==> src/rtl/led_pattern_sequencer_pkg.sv <==
`default_nettype none
// ============================================================================
// Module      : led_pattern_sequencer_pkg
// Description : Mode encodings, pattern start values and bounce direction
//               codes shared by the LED pattern sequencer blocks.
// Revision    : 1.0 - initial release
// ============================================================================
package led_pattern_sequencer_pkg;

    localparam int         c_mode_w      = 2;

    localparam logic [1:0] c_mode_off    = 2'd0;
    localparam logic [1:0] c_mode_blink  = 2'd1;
    localparam logic [1:0] c_mode_chase  = 2'd2;
    localparam logic [1:0] c_mode_bounce = 2'd3;

    localparam logic [7:0] c_pat_off     = 8'h00;
    localparam logic [7:0] c_pat_blink   = 8'hFF;
    localparam logic [7:0] c_pat_chase   = 8'h01;
    localparam logic [7:0] c_pat_bounce  = 8'h01;

    localparam logic       c_dir_up      = 1'b0;
    localparam logic       c_dir_down    = 1'b1;

    function automatic logic [7:0] start_pat(input logic [1:0] mode);
        logic [7:0] pat;
        case (mode)
            c_mode_blink:  pat = c_pat_blink;
            c_mode_chase:  pat = c_pat_chase;
            c_mode_bounce: pat = c_pat_bounce;
            default:       pat = c_pat_off;
        endcase
        return pat;
    endfunction

endpackage
`default_nettype wire

==> src/rtl/led_tick_prescaler.sv <==
`default_nettype none
// ============================================================================
// Module      : led_tick_prescaler
// Description : Pausable modulo-TICK_DIV counter producing a one-cycle TICK.
// Revision    : 1.0 - initial release
// ============================================================================
module led_tick_prescaler #(
    parameter int TICK_DIV = 12500000,
    parameter int CNT_W    = 24
) (
    input  logic CLK50MHz,
    input  logic RST,
    input  logic PAUSE,
    output logic TICK
);

    localparam logic [CNT_W-1:0] c_last = CNT_W'(TICK_DIV - 1);

    logic [CNT_W-1:0] r_cnt;

    always_ff @(posedge CLK50MHz) begin
        if (RST) begin
            r_cnt <= '0;
        end else if (!PAUSE) begin
            r_cnt <= (r_cnt == c_last) ? '0 : r_cnt + CNT_W'(1);
        end
    end

    // Combinational so the sequencer can act in the same cycle the count wraps.
    assign TICK = (r_cnt == c_last) && !PAUSE;

endmodule
`default_nettype wire

==> src/rtl/led_pattern_sequencer.sv <==
`default_nettype none
// ============================================================================
// Module      : led_pattern_sequencer
// Description : Animated LED patterns with step-aligned, queued mode changes.
// Revision    : 1.0 - initial release
// ============================================================================
module led_pattern_sequencer
    import led_pattern_sequencer_pkg::*;
#(
    parameter int TICK_DIV = 12500000,
    parameter int CNT_W    = 24
) (
    input  logic       CLK50MHz,
    input  logic       RST,
    input  logic [1:0] MODE_SEL,
    input  logic       MODE_LD,
    input  logic       PAUSE,
    output logic       BUSY,
    output logic       STEP_STB,
    output logic       LED0,
    output logic       LED1,
    output logic       LED2,
    output logic       LED3,
    output logic       LED4,
    output logic       LED5,
    output logic       LED6,
    output logic       LED7
);

    logic                w_tick;

    logic [c_mode_w-1:0] r_mode,      w_mode_nxt;
    logic                r_dir,       w_dir_nxt;
    logic [7:0]          r_pat,       w_pat_nxt;
    logic [c_mode_w-1:0] r_pend_mode, w_pend_mode_nxt;
    logic                r_pend_vld,  w_pend_vld_nxt;
    logic                r_step_stb;

    led_tick_prescaler #(
        .TICK_DIV (TICK_DIV),
        .CNT_W    (CNT_W)
    ) u_prescaler (
        .CLK50MHz (CLK50MHz),
        .RST      (RST),
        .PAUSE    (PAUSE),
        .TICK     (w_tick)
    );

    always_ff @(posedge CLK50MHz) begin
        if (RST) begin
            r_mode      <= c_mode_off;
            r_dir       <= c_dir_up;
            r_pat       <= c_pat_off;
            r_pend_mode <= c_mode_off;
            r_pend_vld  <= 1'b0;
            r_step_stb  <= 1'b0;
        end else begin
            r_mode      <= w_mode_nxt;
            r_dir       <= w_dir_nxt;
            r_pat       <= w_pat_nxt;
            r_pend_mode <= w_pend_mode_nxt;
            r_pend_vld  <= w_pend_vld_nxt;
            r_step_stb  <= w_tick;
        end
    end

    always_comb begin
        w_mode_nxt      = r_mode;
        w_dir_nxt       = r_dir;
        w_pat_nxt       = r_pat;
        w_pend_mode_nxt = r_pend_mode;
        w_pend_vld_nxt  = r_pend_vld;

        if (w_tick) begin
            if (r_pend_vld) begin
                w_mode_nxt = r_pend_mode;
                w_pat_nxt  = start_pat(r_pend_mode);
                w_dir_nxt  = c_dir_up;
            end else begin
                case (r_mode)
                    c_mode_blink: w_pat_nxt = ~r_pat;
                    c_mode_chase: w_pat_nxt = {r_pat[6:0], r_pat[7]};
                    c_mode_bounce: begin
                        if (r_dir == c_dir_up) begin
                            if (r_pat == 8'h80) begin
                                w_pat_nxt = 8'h40;
                                w_dir_nxt = c_dir_down;
                            end else begin
                                w_pat_nxt = {r_pat[6:0], 1'b0};
                            end
                        end else begin
                            if (r_pat == 8'h01) begin
                                w_pat_nxt = 8'h02;
                                w_dir_nxt = c_dir_up;
                            end else begin
                                w_pat_nxt = {1'b0, r_pat[7:1]};
                            end
                        end
                    end
                    default: w_pat_nxt = c_pat_off;
                endcase
            end
        end

        // A load in the apply cycle re-arms the request rather than being lost.
        if (MODE_LD) begin
            w_pend_mode_nxt = MODE_SEL;
            w_pend_vld_nxt  = 1'b1;
        end else if (w_tick) begin
            w_pend_vld_nxt  = 1'b0;
        end
    end

    always_comb begin
        BUSY     = r_pend_vld;
        STEP_STB = r_step_stb;
        LED0     = r_pat[0];
        LED1     = r_pat[1];
        LED2     = r_pat[2];
        LED3     = r_pat[3];
        LED4     = r_pat[4];
        LED5     = r_pat[5];
        LED6     = r_pat[6];
        LED7     = r_pat[7];
    end

endmodule
`default_nettype wire
==> config.mk <==
export PLATFORM = sky130hd
export DESIGN_NAME = led_pattern_sequencer
export DESIGN_NICKNAME = d
export VERILOG_FILES = /design/src/rtl/led_pattern_sequencer_pkg.sv /design/src/rtl/led_tick_prescaler.sv /design/src/rtl/led_pattern_sequencer.sv
export SDC_FILE = /design/constraint.sdc
export NUM_CORES = 1
export LEC_CHECK = 0
export CAP_MARGIN = 25
export CORE_ASPECT_RATIO = 1.1
export CORE_MARGIN = 2
export CORE_UTILIZATION = 62
export DETAILED_ROUTE_END_ITERATION = 6
export GPL_TIMING_DRIVEN = 0
export PLACE_DENSITY_LB_ADDON = 0.2
export SYNTH_ARGS = -nofsm -noshare
export SYNTH_HDL_FRONTEND = slang
export SYNTH_HIERARCHICAL = 1
export SYNTH_SLANG_ARGS = --single-unit
==> constraint.sdc <==
create_clock -name CLK50MHz -period 6.1 [get_ports CLK50MHz]
set_input_delay 0.915 -clock CLK50MHz [delete_from_list [all_inputs] [get_ports CLK50MHz]]
set_output_delay 0.915 -clock CLK50MHz [all_outputs]
set_load 0.05 [all_outputs]
* Word level (Yosys, flattened, before mapping)
Cells that the tools add are included.
** Word-level totals
- Flip-flop bits (word level) :: 39
- Latch bits :: 0
- Bits in writable memories :: 0
- ROM bits :: 0
- Input bits :: 6
- Output and inout port bits :: 10
- Word-level logic and storage cells :: 39
- Memories kept :: 0
** Cells by class
- Add/sub/neg operators :: 1
- Multipliers :: 0
- Divide/modulo/power cells :: 0
- Magnitude comparators :: 0
- Equal/unequal tests :: 9
- Shift-type cells :: 0
- Muxes and demuxes :: 14
- Bitwise gates (word level) :: 1
- Reductions and logical operators :: 7
** Operators with widths (count)
- 24-bit by 1-bit adder with 24-bit output (second input constant) :: 1
- 24-bit == test (second input constant) :: 1
- 24-bit 2-to-1 mux :: 1
- 8-bit 2-to-1 mux :: 3
- 8-bit case mux with 3 select lines :: 1
- 8-bit case mux with 2 select lines :: 1
- 2-bit == test (second input constant) :: 4
- 8-bit by 1-bit == test with 1-bit output (second input constant) :: 1
- 8-bit == test (second input constant) :: 1
- 8-bit inverter :: 1
- 1-bit 2-to-1 mux :: 7
- 7-bit 2-to-1 mux :: 1
- 2-bit by 1-bit == test with 1-bit output (second input constant) :: 2
- 2-bit AND reduction :: 2
- 2-bit nonzero test :: 2
- 2-bit OR reduction :: 1
- 1-bit logical AND :: 1
- 1-bit logical NOT :: 1

* Logic depth before layout (Yosys ltp)
Gate-level depths: netlist (run 1).
- Word-level depth :: 5
- Gate-level depth with buffers :: 8
- Mapped depth without buffers :: 6

* By module
Netlist (run 1), hierarchy kept.
** By module, submodules not included
- led_tick_prescaler :: times used 1, cells each 136, area each 1171.1 um^2, sequential area each 480.5 um^2
- led_pattern_sequencer :: times used 1, cells each 100, area each 853.3 um^2, sequential area each 300.3 um^2

* Worst setup path before layout (run 1)
No wires, ideal clock.
- Path type :: input -> register
- Start point :: input port PAUSE
- End point :: register u_prescaler.r_cnt[21]
- Library setup time :: 71 ps
- Arrival :: 2340 ps
- Required time :: 6029 ps
- Slack :: 3689 ps
- Cell stages on the path :: 5
- Path buffers :: 1
- Path through :: nand4b_4 -> or4_1 -> clkbuf_1 -> or4_1 -> a21oi_1
** RTL lines
- start, declared :: RTL line led_pattern_sequencer.sv:17 : input logic PAUSE,
- end signal, assigned :: RTL line led_tick_prescaler.sv:25 : r_cnt <= (r_cnt == c_last) ? '0 : r_cnt + CNT_W'(1);
- end, declared :: RTL line led_tick_prescaler.sv:19 : logic [CNT_W-1:0] r_cnt;

* Worst setup path in the final report (run 1)
- Start point :: input port PAUSE
- End point :: register r_pat[0]
** Between the ends
- Longest elaborated chain between the ends :: 2
** RTL lines
- 1-bit logical NOT :: RTL line led_tick_prescaler.sv:30 : assign TICK = (r_cnt == c_last) && !PAUSE;
- 1-bit logical AND :: RTL line led_tick_prescaler.sv:30
- net w_tick :: RTL line led_pattern_sequencer.sv:30 : logic w_tick;
- end signal, assigned :: RTL line led_pattern_sequencer.sv:53 : r_pat <= c_pat_off;
- end signal, assigned :: RTL line led_pattern_sequencer.sv:60 : r_pat <= w_pat_nxt;
- end, declared :: RTL line led_pattern_sequencer.sv:34 : logic [7:0] r_pat, w_pat_nxt;
The timed path passes the listed nets, and every way through them passes these cells.
A chain may end at the register's enable or synchronous reset.

==> summary.md, run 1 <==
| Metric | Value |
|---|---|
| Height of the die | `63.9 um` |
| Worst VDD drop | `189 uV` |
| Final setup viols | `0` |
| Post-CTS resize count | `0` |
| Fin. Hold Viols | `0` |
| CP endpoint kind | `flip-flop` |
| Outcome | `finished clean` |
| Top FF cell, synth | `dfxtp_1` |
| DIE AREA | `around 3700 um2` |
| Syn Nets | `243` |
| Routed length per instance | `roughly 14 um` |
| Starting Density | `65.9%` |
| Num Clock Sinks | `39` |
| Sequential fraction of the synthesis area | `38.6%` |
| CTS tree | `yes` |
| Antenna Diode Count | `0` |
| Yosys top cell by area | `dfxtp_1` |
| Total vias in the final route | `between 1500 and 2000` |
| Synth top area share | `38.6%` |
| Data arrival, critical path | `slightly above 3000 ps` |
| Critical Path Start Type | `primary input` |
| P_leak | `a little under 0.8 nW` |
| Register cell area after layout | `between 700 and 800 um2` |
| GR Overflow Total | `0` |
| Hold WC Path Type | `reg2reg` |
| Worst Path Required | `~6300 ps` |
| Commonest non-fill, non-tap cells in the layout | `39 x dfxtp_1, 35 x nor2_1, 15 x a21oi_1, 15 x nand2_1, 15 x clkdlybuf4s50_1` |
| Slew Viols, Final | `0` |
| Cells after Synth | `between 200 and 250` |
| Setup TNS | `0 ps` |
| Ys async rst share | `0%` |
| Final wirelength | `about 4200 um` |
| Hold_buf cts | `0` |
| Post-route ant nets | `0` |
| Hold Path Depth | `2` |
| Area delta synth->final | `14.5%` |
| Root Driver | `clkbuf_4` |
| Placeable Area | `3070 um2` |
| Critical path type | `in2reg` |
| Total track usage | `25.1%` |
| Post-detail-place hpwl | `2870 um` |
| Yosys reg bits | `39` |
| Num rows | `21` |
| CP Max Fanout | `7` |
| Drt initial violations | `130` |
| Postcts setup bufs | `0` |
| R2R depth | `6` |
| Slew headroom | `58.9%` |
| Post-synth EDFFs | `0` |
| Max Buffers Root-to-Sink | `2` |
| Vias per cell | `roughly 6` |
| Max Fclk | `around 350 MHz` |
| Placer Congestion | `between 0.8 and 0.9` |
| Setup Skew | `15.3 ps` |
| Final Critical Period | `between 2000 and 3000 ps` |
| Final net count | `roughly 270` |
| Power Dens Cells | `between 200 and 250 nW/um2` |
| Avg Synthesized Cell Area | `approximately 8.6 um2` |
| Dominant cells by area after synthesis | `dfxtp_1 39%, nor2_1 6.5%, xnor2_1 3.9%` |
| Share of cells above drive strength 1 | `~11%` |
| Largest net degree at the start of global routing | `13` |
| Max-Cap Viols | `0` |
| First-pass DRT Iterations | `4` |
| # IOs | `16` |
| Commonest non-fill, non-tap cell in the layout | `dfxtp_1` |
| Ys Warns | `6` |
| Post-synthesis cell area | `between 2000 and 2500 um2` |
| Clk Latency, worst-skew pair | `350 ps` |
| Worst-Margin Slew | `a little over 600 ps` |
| First-pass GRT wire length | `approximately 7400 um` |
| PortBufs | `15` |
| # fillers | `250` |
| Initial antenna violation count | `0` |
| Multi-input gate area | `~1100 um2` |
| # H-tree levels | `2` |
| Final period utilization | `46.4%` |
| Num CTS Buffers | `5` |
| DRC violations left | `0` |
| Power Total | `a little under 500 uW` |
| DIE WIDTH | `58.5 um` |
| RSZ-0062 raised after global routing | `no` |
| Netlist cell types | `between 40 and 50` |
| Vias in the first global route | `roughly 1600` |
| Worst-path clk slew | `approximately 130 ps` |
[flip-flops by register name, indices dropped and copies added (netlist names)]
| name | count |
|---|---|
| r_pend_mode | 2 |
| r_mode | 2 |
| r_pat | 8 |
| STEP_STB | 1 |
| BUSY | 1 |
| u_prescaler/r_cnt | 24 |
| r_dir | 1 |
[metrics by stage]
step	hold slack (ps)	cells	setup slack (ps)	utilization [%]	instance area, um2
after global routing	544	293	2930	75.4	2320
after global placement	471	285	2940	72.1	2220
final	497	293	3270	75.4	2320
after floorplan	447	236	3690	-	2020
after detailed placement	477	285	2890	72.1	2220
after CTS	495	293	3250	75.4	2320
[cells in the mapped netlist (7+ instances only)]
master / instances
nor3_1: 8
nand3_1: 10
nand4_1: 8
dfxtp_1: 39
nand2_1: 15
nor2_1: 35
a211oi_1: 7
xnor2_1: 9
inv_1: 9
a21oi_1: 15
or4_1: 8
[layer usage]
layer	wire [um]	track usage, %
met2	2060	43.5
met1	1870	30.4
met5	0	0
met4	61	6.98
met3	173	6.07
[critical path, stage by stage]
cell and delay, ps:
clkdlybuf4s50_1 520, nand4b_1 380, nor3_1 480, inv_1 240
a2111oi_0 520
[cells by family after synthesis]
family	count (synthesis)	share of synthesized area [%]
AND/OR/NAND/NOR	112	30.4
AO/OA/AOI/OAI	44	15.1
flip-flops	39	38.6
buffers and inverters	18	4.82
XOR/XNOR	14	6.06
multiplexers	8	4.45
adder cells (fa/ha/maj)	1	0.618
[path summary, 6_finish.rpt]
| path | start | end | slack (ps) |
|---|---|---|---|
| min | u_prescaler/r_cnt[23] | u_prescaler/r_cnt[23] | 500 |
| max | PAUSE | r_pat[0] | 3270 |
| max reg2reg | u_prescaler/r_cnt[3] | r_pat[0] | 3600 |
| min reg2reg | u_prescaler/r_cnt[23] | u_prescaler/r_cnt[23] | 500 |
[cell type report]
class                           count  share of cell area, %
Tap cell                           34                   1.83
Inverter                            9                   1.46
Clock buffer                        6                   1.78
Timing Repair Buffer               15                   6.48
Multi-Input combinational cell    179                   49.4
Buffer                              9                   2.75
Sequential cell                    39                   33.7
Clock inverter                      2                   2.59
[report_power, final]
| group | switching, mW | internal (mW) | total [mW] |
|---|---|---|---|
| clock | 0.0844 | 0.128 | 0.212 |
| combinational | 0.0109 | 0.00937 | 0.0203 |
| sequential | 0.00305 | 0.257 | 0.260 |
Note: power is estimated with default switching activity, not from simulation.
==> inputs of run 2 (changes only) <==
- CORE_UTILIZATION: 62 -> 52
- clock period: 6.1 -> 2.56 ns (I/O delays scaled with it)
==> summary.md, run 2 (synthesis results as in run 1) <==
| Metric | Value |
|---|---|
| Critical path type | `in2reg` |
| Area delta synth->final | `15.1%` |
| Total vias in the final route | `around 1800` |
| Max Buffers Root-to-Sink | `2` |
| Routed length per instance | `approximately 13 um` |
| Largest net degree at the start of global routing | `12` |
| Commonest non-fill, non-tap cells in the layout | `39 x dfxtp_1, 35 x nor2_1, 15 x a21oi_1, 15 x nand2_1, 15 x clkdlybuf4s50_1` |
| Initial antenna violation count | `0` |
| CP Max Fanout | `8` |
| Vias in the first global route | `about 1600` |
| RSZ-0062 raised after global routing | `no` |
| Worst Path Required | `2770 ps` |
| Slew Viols, Final | `0` |
| Post-detail-place hpwl | `2980 um` |
| P_leak | `0.782 nW` |
| Reg with most FFs | `u_prescaler/r_cnt` |
| First-pass DRT Iterations | `4` |
| Largest register FFs | `24` |
| Antenna Diode Count | `0` |
| Fin. Hold Viols | `0` |
| Setup slack at placement | `-91.7 ps` |
| Hold WC Path Type | `reg2reg` |
| Postcts setup bufs | `0` |
| Final net count | `about 270` |
| Hold Path Depth | `2` |
| Fin area | `2330 um2` |
| Slew headroom | `between 60% and 70%` |
| Power Dens Cells | `approximately 460 nW/um2` |
| GR Overflow Total | `0` |
| Outcome | `finished clean` |
| Final wirelength | `between 4000 and 5000 um` |
| Worst VDD drop | `between 400 and 500 uV` |
| Commonest non-fill, non-tap cell in the layout | `dfxtp_1` |
| Clk Latency, worst-skew pair | `around 280 ps` |
| PortBufs | `15` |
| Max Fclk | `approximately 420 MHz` |
| Setup Skew | `3.74 ps` |
| Drt initial violations | `around 160` |
| Final Critical Period | `approximately 2400 ps` |
| Worst-Margin Slew | `~580 ps` |
| Num Clock Sinks | `39` |
| Final core utilization | `63.2%` |
| # H-tree levels | `2` |
| Post-route ant nets | `0` |
| Critical Path Start Type | `primary input` |
| Final setup viols | `0` |
| Data arrival, critical path | `about 2600 ps` |
| Starting Density | `a little over half` |
| Share of cells above drive strength 1 | `11.6%` |
| First-pass GRT wire length | `~7200 um` |
| Met2 routed wirelength | `around 2000 um` |
| Post-CTS resize count | `0` |
| Met1 WL | `approximately 1900 um` |
| Total track usage | `between 20% and 30%` |
| Placer Congestion | `between 0.8 and 0.9` |
| DIE AREA | `4410 um2` |
| Max-Cap Viols | `0` |
| R2R depth | `7` |
| Setup TNS | `0 ps` |
| Area after DPL | `between 2000 and 2500 um2` |
| CP endpoint kind | `flip-flop` |
| Root Driver | `clkbuf_8` |
| Top routing layer in use | `met4` |
| Met3 WL | `~160 um` |
| Worst-path clk slew | `~70 ps` |
| Placeable Area | `about 3700 um2` |
| DRC violations left | `0` |
| Num CTS Buffers | `5` |
| # IOs | `16` |
| Final period utilization | `roughly 92%` |
| Fin worst setup slack | `just under 200 ps` |
| Num rows | `23` |
| Top flop regs | `u_prescaler/r_cnt x24, r_pat x8` |
| CTS tree | `yes` |
| Height of the die | `roughly 70 um` |
| Hold_buf cts | `0` |
| DIE WIDTH | `roughly 63 um` |
| Vias per cell | `~5.8` |
==> run 2: changes by cell type in the layout (fill, tap and decap cells not counted) <==
| cell | delta |
|---|---|
| nor3_1 | -1 |
| clkinv_2 | +1 |
| nor3_2 | +1 |
| bufinv_16 | -2 |
| clkbuf_1 | -1 |
| clkbuf_4 | -5 |
| clkbuf_8 | +6 |
==> run 2: cell type report <==
class | count | area [um2]
buffer | 9 | 63.8
clock buffer | 6 | 82.6
clock inverter | 1 | 5.00
fill | 365 | 1350
inverter | 9 | 33.8
multi-input combinational | 179 | 1150
sequential | 39 | 781
tap | 50 | 62.6
timing repair buffer | 15 | 150
==> run 2: power breakdown <==
group          switching [mW]  internal (mW)
Clock                   0.195          0.211
Sequential            0.00743          0.613
Combinational          0.0258         0.0223
Total                   0.228          0.846
==> run 2: path summary, 6_finish.rpt <==
path                                         endpoint  slack (ps)             startpoint
worst max-delay path            u_prescaler/r_cnt[19]         190                  PAUSE
worst min-delay path            u_prescaler/r_cnt[23]         480  u_prescaler/r_cnt[23]
worst max register to register               r_pat[0]         300   u_prescaler/r_cnt[3]
worst min register to register  u_prescaler/r_cnt[23]         480  u_prescaler/r_cnt[23]
==> run 2: metrics by stage <==
step,std cells,hold WS (ps),total power [mW]
final,308,485,1.07
after global routing,308,533,1.13
after CTS,308,489,1.09
after detailed placement,301,478,0.683
after global placement,301,467,0.682
after floorplan,236,447,0.664
==> run 2: metal layers <==
| layer | GRT usage [%] | up-vias |
|---|---|---|
| met5 | 0 | - |
| met4 | 9.18 | 0 |
| met3 | 5.19 | 14 |
| met2 | 33.2 | 39 |
| met1 | 24.8 | 828 |
| li1 | - | 908 |
==> run 2: worst max-delay path: stages <==
cell and delay [ps]:
clkdlybuf4s50_1 520, nand4b_4 270, or4_1 540, clkbuf_1 190, or4_1 490, a21oi_1 170
